File: config.mk
export PLATFORM = sky130hd
export DESIGN_NAME = tx_arbiter_flat
export DESIGN_NICKNAME = d
export VERILOG_FILES = /design/src/rtl/uart_pkg.sv /design/src/rtl/tx_arbiter_if.sv /design/src/rtl/rr_select.sv /design/src/rtl/tx_arbiter.sv /design/src/flat_wrapper.sv
export SDC_FILE = /design/constraint.sdc
export NUM_CORES = 1
export LEC_CHECK = 0
export ABC_CLOCK_PERIOD_IN_PS = 2020
export CAP_MARGIN = 40
export CELL_PAD_IN_SITES_DETAIL_PLACEMENT = 1
export CELL_PAD_IN_SITES_GLOBAL_PLACEMENT = 2
export CORE_MARGIN = 2
export CORE_UTILIZATION = 27
export CTS_CLUSTER_DIAMETER = 40
export DETAILED_ROUTE_END_ITERATION = 12
export PLACE_DENSITY_LB_ADDON = 0.1
export SYNTH_ARGS = -nofsm -noshare
export SYNTH_HDL_FRONTEND = slang
export SYNTH_SLANG_ARGS = --single-unit
File: constraint.sdc
create_clock -name i_clock -period 2.02 [get_ports i_clock]
set_clock_uncertainty 0.05 [all_clocks]
set_input_delay 0.404 -clock i_clock [delete_from_list [all_inputs] [get_ports i_clock]]
set_output_delay 0.404 -clock i_clock [all_outputs]
set_load 0.02 [all_outputs]
File: src/rtl/uart_pkg.sv
// Shared UART definitions: state encodings for the transmitter and its arbiter,
// plus default sizing parameters.
package uart_pkg;

  localparam int unsigned DEFAULT_DATA_BITS = 8;
  localparam int unsigned DEFAULT_N_TICK    = 16;
  localparam int unsigned DEFAULT_TIMEOUT   = 200000;

  typedef enum logic [2:0] {
    ARB_IDLE  = 3'b001,
    ARB_START = 3'b010,
    ARB_WAIT  = 3'b100
  } arb_state_e;

  typedef enum logic [3:0] {
    TX_IDLE  = 4'b0001,
    TX_START = 4'b0010,
    TX_DATA  = 4'b0100,
    TX_STOP  = 4'b1000
  } tx_state_e;

  // Watchdog counter width; a disabled watchdog still needs a 1-bit vector.
  function automatic int unsigned cnt_width(int unsigned timeout);
    return (timeout == 0) ? 1 : $clog2(timeout + 1);
  endfunction

endpackage

File: src/rtl/tx_arbiter_if.sv
// Bundle between the byte producers / UART transmitter and tx_arbiter.
interface tx_arbiter_if
  import uart_pkg::*;
#(
  parameter int unsigned N_REQ     = 4,
  parameter int unsigned DATA_BITS = DEFAULT_DATA_BITS,
  parameter int unsigned LEN_ID    = $clog2(N_REQ)
);

  logic [N_REQ-1:0]           i_req;
  logic [N_REQ*DATA_BITS-1:0] i_data;
  logic [N_REQ-1:0]           o_ack;
  logic                       o_tx_start;
  logic [DATA_BITS-1:0]       o_tx_data;
  logic                       i_tx_done;
  logic                       o_busy;
  logic [LEN_ID-1:0]          o_grant_id;
  logic                       o_error;

  modport master (
    input  i_req, i_data, i_tx_done,
    output o_ack, o_tx_start, o_tx_data, o_busy, o_grant_id, o_error
  );

  modport slave (
    output i_req, i_data, i_tx_done,
    input  o_ack, o_tx_start, o_tx_data, o_busy, o_grant_id, o_error
  );

endinterface

File: src/rtl/rr_select.sv
// Combinational round-robin pick: first requester at or after ptr, wrapping
// around the request vector.
module rr_select #(
  parameter int unsigned N_REQ  = 4,
  parameter int unsigned LEN_ID = $clog2(N_REQ)
) (
  input  logic [N_REQ-1:0]  req,
  input  logic [LEN_ID-1:0] ptr,
  output logic              valid,
  output logic [LEN_ID-1:0] grant
);

  always_comb begin
    int unsigned idx;
    valid = 1'b0;
    grant = '0;
    idx   = 0;
    for (int unsigned i = 0; i < N_REQ; i++) begin
      idx = (32'(ptr) + i) % N_REQ;
      if (!valid && req[idx]) begin
        valid = 1'b1;
        grant = LEN_ID'(idx);
      end
    end
  end

endmodule

File: src/rtl/tx_arbiter.sv
// Round-robin arbiter sharing one UART transmitter among N_REQ byte producers,
// with a watchdog on transmitter completion.
module tx_arbiter
  import uart_pkg::*;
#(
  parameter int unsigned N_REQ     = 4,
  parameter int unsigned DATA_BITS = DEFAULT_DATA_BITS,
  parameter int unsigned TIMEOUT   = DEFAULT_TIMEOUT,
  parameter int unsigned LEN_ID    = $clog2(N_REQ)
) (
  input  logic          i_clock,
  input  logic          i_reset,
  tx_arbiter_if.master  bus
);

  localparam int unsigned CW = cnt_width(TIMEOUT);
  localparam logic [CW-1:0] CntMax = CW'((TIMEOUT == 0) ? 0 : TIMEOUT - 1);

  arb_state_e           state_q, state_d;
  logic [LEN_ID-1:0]    ptr_q, ptr_d;
  logic [LEN_ID-1:0]    grant_q, grant_d;
  logic [DATA_BITS-1:0] data_q, data_d;
  logic [N_REQ-1:0]     ack_q, ack_d;
  logic                 start_q, start_d;
  logic                 busy_q, busy_d;
  logic                 err_q, err_d;
  logic [CW-1:0]        cnt_q, cnt_d;

  logic                 sel_valid;
  logic [LEN_ID-1:0]    sel_grant;
  logic [DATA_BITS-1:0] sel_data;

  rr_select #(
    .N_REQ  (N_REQ),
    .LEN_ID (LEN_ID)
  ) u_rr_select (
    .req   (bus.i_req),
    .ptr   (ptr_q),
    .valid (sel_valid),
    .grant (sel_grant)
  );

  assign sel_data = bus.i_data[sel_grant*DATA_BITS +: DATA_BITS];

  always_comb begin
    state_d = state_q;
    ptr_d   = ptr_q;
    grant_d = grant_q;
    data_d  = data_q;
    cnt_d   = cnt_q;
    ack_d   = '0;
    start_d = 1'b0;
    err_d   = 1'b0;

    unique case (state_q)
      ARB_IDLE: begin
        if (sel_valid) begin
          grant_d          = sel_grant;
          data_d           = sel_data;
          ptr_d            = (sel_grant == LEN_ID'(N_REQ - 1)) ? '0 : sel_grant + 1'b1;
          ack_d[sel_grant] = 1'b1;
          start_d          = 1'b1;
          state_d          = ARB_START;
        end
      end
      ARB_START: begin
        cnt_d   = '0;
        state_d = ARB_WAIT;
      end
      ARB_WAIT: begin
        // Completion takes priority over a simultaneous watchdog expiry.
        if (bus.i_tx_done) begin
          state_d = ARB_IDLE;
        end else if (TIMEOUT != 0 && cnt_q == CntMax) begin
          err_d   = 1'b1;
          state_d = ARB_IDLE;
        end else if (TIMEOUT != 0) begin
          cnt_d = cnt_q + 1'b1;
        end
      end
      default: begin
        state_d = ARB_IDLE;
        cnt_d   = '0;
        grant_d = '0;
        data_d  = '0;
      end
    endcase

    busy_d = (state_d == ARB_START) || (state_d == ARB_WAIT);
  end

  always_ff @(posedge i_clock or negedge i_reset) begin
    if (!i_reset) begin
      state_q <= ARB_IDLE;
      ptr_q   <= '0;
      grant_q <= '0;
      data_q  <= '0;
      ack_q   <= '0;
      start_q <= 1'b0;
      busy_q  <= 1'b0;
      err_q   <= 1'b0;
      cnt_q   <= '0;
    end else begin
      state_q <= state_d;
      ptr_q   <= ptr_d;
      grant_q <= grant_d;
      data_q  <= data_d;
      ack_q   <= ack_d;
      start_q <= start_d;
      busy_q  <= busy_d;
      err_q   <= err_d;
      cnt_q   <= cnt_d;
    end
  end

  assign bus.o_ack      = ack_q;
  assign bus.o_tx_start = start_q;
  assign bus.o_tx_data  = data_q;
  assign bus.o_busy     = busy_q;
  assign bus.o_grant_id = grant_q;
  assign bus.o_error    = err_q;

endmodule

File: src/flat_wrapper.sv
// flat-port wrapper written by rule: the top's interface ports become plain ports
module tx_arbiter_flat import uart_pkg::*;
#(
  parameter int unsigned N_REQ     = 4,
  parameter int unsigned DATA_BITS = DEFAULT_DATA_BITS,
  parameter int unsigned TIMEOUT   = DEFAULT_TIMEOUT,
  parameter int unsigned LEN_ID    = $clog2(N_REQ)
)
  (i_clock, i_reset, bus_i_req, bus_i_data, bus_i_tx_done, bus_o_ack, bus_o_tx_start, bus_o_tx_data, bus_o_busy, bus_o_grant_id, bus_o_error);
  tx_arbiter_if #(.N_REQ(N_REQ), .DATA_BITS(DATA_BITS), .LEN_ID(LEN_ID)) bus_i ();
  input  logic i_clock;
  input  logic i_reset;
  input wire logic [$bits(bus_i.i_req)-1:0] bus_i_req;
  input wire logic [$bits(bus_i.i_data)-1:0] bus_i_data;
  input wire logic [$bits(bus_i.i_tx_done)-1:0] bus_i_tx_done;
  output wire logic [$bits(bus_i.o_ack)-1:0] bus_o_ack;
  output wire logic [$bits(bus_i.o_tx_start)-1:0] bus_o_tx_start;
  output wire logic [$bits(bus_i.o_tx_data)-1:0] bus_o_tx_data;
  output wire logic [$bits(bus_i.o_busy)-1:0] bus_o_busy;
  output wire logic [$bits(bus_i.o_grant_id)-1:0] bus_o_grant_id;
  output wire logic [$bits(bus_i.o_error)-1:0] bus_o_error;
  assign bus_i.i_req = bus_i_req;
  assign bus_i.i_data = bus_i_data;
  assign bus_i.i_tx_done = bus_i_tx_done;
  assign bus_o_ack = bus_i.o_ack;
  assign bus_o_tx_start = bus_i.o_tx_start;
  assign bus_o_tx_data = bus_i.o_tx_data;
  assign bus_o_busy = bus_i.o_busy;
  assign bus_o_grant_id = bus_i.o_grant_id;
  assign bus_o_error = bus_i.o_error;
  tx_arbiter #(.N_REQ(N_REQ), .DATA_BITS(DATA_BITS), .TIMEOUT(TIMEOUT), .LEN_ID(LEN_ID)) u_core (.i_clock(i_clock), .i_reset(i_reset), .bus(bus_i));
endmodule
==> reports/qor.csv <==
stage;metric;value;unit
timing;relSlewSlack;72.7;%
setup_path;slowest_stage;clkdlybuf4s50_1;
routing;drt_wl_total;7.15;mm
power_and_ir_drop;power.leakage;1.45;nW
power_and_ir_drop;netSwitchingPower;1.34;mW
clocking;clkTransAtPathRegs;0.09;ns
timing;hold_viol;0;
setup_path;reg2reg_from;u_core.cnt_q[7];
power_and_ir_drop;clockPowerShare;16.8;%
place;post-place-cells;431;
clocking;cts-buffers-inserted;5;
yosys;async_flop_share;100;%
clocking;cts_resized;0;
power_and_ir_drop;ir_worst_vdd;0.000380;V
timing;finalCriticalPeriod;1.97;ns
power_and_ir_drop;total_power;3.43;mW
timing;hold-worst-slack;0.0187;ns
setup_path;cp.required;2.13;ns
grt;grt_max_degree;41;
die;die_y;97.8;microns
layout;finish.utilization;39.2;%
die;core_area;8640;sq um
clocking;htree_levels;2;
yosys;synthDistinctLibCells;56;
routing;drc_errors;0;
clocking;post-cts-setup-buffers;0;
die;row_count;34;
yosys;syn_area;2370;sq um
die;die_x;97.8;microns
routing;wl_per_cell;16.3;microns
die;io_pins;56;
power_and_ir_drop;p_sw_share;39.1;%
clocking;clock-root-buffer;clkbuf_8;
clocking;cts_hold_buf;0;
setup_path;cp-start-kind;input pin;
yosys;synth_edf_count;0;
setup_path;regToRegSetupSlack;0.13;ns
layout;nNetsFinal;374;
layout;diodes;0;
clocking;cts_tree;yes;
yosys;syn_inst;246;
clocking;clock_latency;0.29;ns
min_path;hold_class;input pin to asynchronous set/reset pin;
setup_path;worstSetupStartpoint;bus_i_req[2];
setup_path;crit_arrival;2.08;ns
timing;setup_violations;0;
setup_path;cp_slowest_stage_delay;0.47;ns
routing;postRouteAntennaNets;0;
job;maxCapViolations;0;
clocking;clock_path_buffers;2;
timing;fin_tns_setup;0;ns
timing;finalCritPeriodShare;97.4;%
setup_path;crit_chain;clkdlybuf4s50_1 -> buf_4 -> or4_4 -> and2_1 -> o221a_4 -> o21ai_0 -> o211ai_1;
power_and_ir_drop;p_seq_share;32.7;%
grt;gr-total-overflow;0;
grt;grt_pass1_vias;2330;
layout;drive_gt1_share;18.4;%
yosys;yosysWarnings;0;
layout;fin_cells;439;
timing;fmax;0.508;GHz
routing;drt-initial-drc-count;52;
power_and_ir_drop;comb_power_share;50.5;%
place;gp_congestion;0.756;
yosys;synth.avg_cell_area;9.65;sq um
power_and_ir_drop;power.internal;2.09;mW
timing;tightest_slew;0.407;ns
yosys;synth-seq-cells;40;
routing;drt-vias-per-instance;5.02;
yosys;synthFlopType;dfrtp_1;
grt;gr-usage-all-layers;15.1;%
die;start_util;27.5;%
die;dieArea;9560;sq um
outcome;status;completed;
yosys;synth_nets;290;
routing;vias;2203;
routing;dr.pass1.iters;4;
setup_path;cp_max_fo;9;
clocking;cts.sinks;40;
grt;antenna_found_initial;0;
setup_path;crit_type;input pin to register;
setup_path;end_kind;register;
layout;syn2layout_area_growth;42.6;%
timing;drv_slew;0;
power_and_ir_drop;cellPowerDensity;1010;nW/um^2
grt;grt_pass1_wl;11.7;mm
place;port_buffers;55;
place;dp.final_hpwl;5.52;mm
yosys;ys_seq_area_share;42.2;%
## state kept, by name, summed over array words and instances (netlist names)
| name | count |
|---|---|
| u_core.bus.o_busy | 1 |
| u_core.ptr_q | 2 |
| u_core.state_q | 3 |
| u_core.bus.o_grant_id | 2 |
| u_core.cnt_q | 18 |
| u_core.bus.o_tx_data | 8 |
| u_core.bus.o_tx_start | 1 |
| u_core.bus.o_ack | 4 |
| u_core.bus.o_error | 1 |
## power by group through the flow
stage | logic [mW] | clock network [mW] | registers (mW)
global route | 1.91 | 0.639 | 1.15
floorplan | 0.870 | 0 | 1.20
global placement | 1.74 | 0 | 1.13
CTS | 1.77 | 0.605 | 1.12
finish | 1.73 | 0.576 | 1.12
detailed placement | 1.76 | 0 | 1.13
## critical path: cells and delay by family
family,cells,cell delay (ns)
simple gates,2,0.63
compound gates,3,0.40
buf+inv,2,0.65
## synth_stat cells (3+ instances only)
| master | count | area (sq um) |
|---|---|---|
| nand3_1 | 5 | 25.0 |
| xor2_1 | 5 | 43.8 |
| a21oi_1 | 12 | 60.1 |
| nor4_1 | 7 | 43.8 |
| buf_2 | 4 | 20.0 |
| and3_1 | 5 | 31.3 |
| o21a_1 | 3 | 22.5 |
| o31a_1 | 9 | 78.8 |
| a21o_1 | 3 | 22.5 |
| and4_1 | 8 | 70.1 |
| inv_1 | 6 | 22.5 |
| dfrtp_1 | 39 | 976 |
| o211ai_1 | 8 | 60.1 |
| nand2b_1 | 4 | 25.0 |
| mux2i_1 | 10 | 100 |
| o21ai_0 | 13 | 65.1 |
| ha_1 | 5 | 62.6 |
| nor3_1 | 4 | 20.0 |
| nand4_1 | 4 | 25.0 |
| nor2_1 | 16 | 60.1 |
| o21ai_1 | 5 | 25.0 |
| nand2_1 | 23 | 86.3 |
| and2_1 | 3 | 18.8 |
## worst paths after layout
kind                                             to  cells after the start
hold reg to reg            u_core.bus.o_grant_id[1]                      1
max in group asynchronous         u_core.state_q[0]                      2
min in group i_clock       u_core.bus.o_grant_id[1]                      1
hold / removal                      u_core.cnt_q[0]                      2
setup / recovery            u_core.bus.o_tx_data[5]                      7
setup reg to reg                    u_core.cnt_q[6]                      4
## cell usage in the layout (no fill, tap or decap), types with 3 or more instances in the layout
master           synthesis  layout
a21o_1                   3       3
a21oi_1                 12      12
and2_1                   3       3
and3_1                   5       5
and4_1                   8       8
buf_12                   0       3
buf_4                    2      30
clkbuf_8                 0       6
clkdlybuf4s50_1          0      52
dfrtp_1                 39      38
ha_1                     5       5
inv_1                    6       6
mux2i_1                 10      10
nand2_1                 23      23
nand2b_1                 4       4
nand3_1                  5       5
nand4_1                  4       4
nor2_1                  16      16
nor3_1                   4       4
nor4_1                   7       6
o211ai_1                 8       8
o21a_1                   3       3
o21ai_0                 13      13
o21ai_1                  5       5
o31a_1                   9       9
xor2_1                   5       5
## kinds of logic (layout without fill, tap and decap cells)
kind of cell / after synthesis / after routing / share of synthesized area, %
AO/OA/AOI/OAI: 64 / 64 / 18.9
XOR/XNOR: 7 / 7 / 2.58
adder cells (fa/ha/maj): 5 / 5 / 2.64
buffers and inverters: 17 / 102 / 3.53
flip-flops: 40 / 40 / 42.2
multiplexers: 11 / 11 / 4.69
AND/OR/NAND/NOR: 102 / 102 / 25.4
## final cells by class
class                           instances  area, sq um
Fill cell                             998         5250
Clock buffer                            7         86.3
Multi-Input combinational cell        189         1290
Tap cell                              108          135
Timing Repair Buffer                   88          836
Sequential cell                        40         1000
Inverter                                6         22.5
Clock inverter                          1         7.51
## stage by stage
stage | setup slack (ns) | area (sq um)
after floorplan | 0.0321 | 2370
after global placement | -0.306 | 3280
after detailed placement | -0.291 | 3280
after CTS | 0.0240 | 3370
after global routing | -0.0509 | 3380
final | 0.0515 | 3380
## per-layer routing
metal,GRT usage (%),share of wire (%)
met1,19.8,48
met2,26.4,49
met3,2.72,3.0
met4,2.88,0.70
met5,0,0
Note: power is estimated with default switching activity, not from simulation.
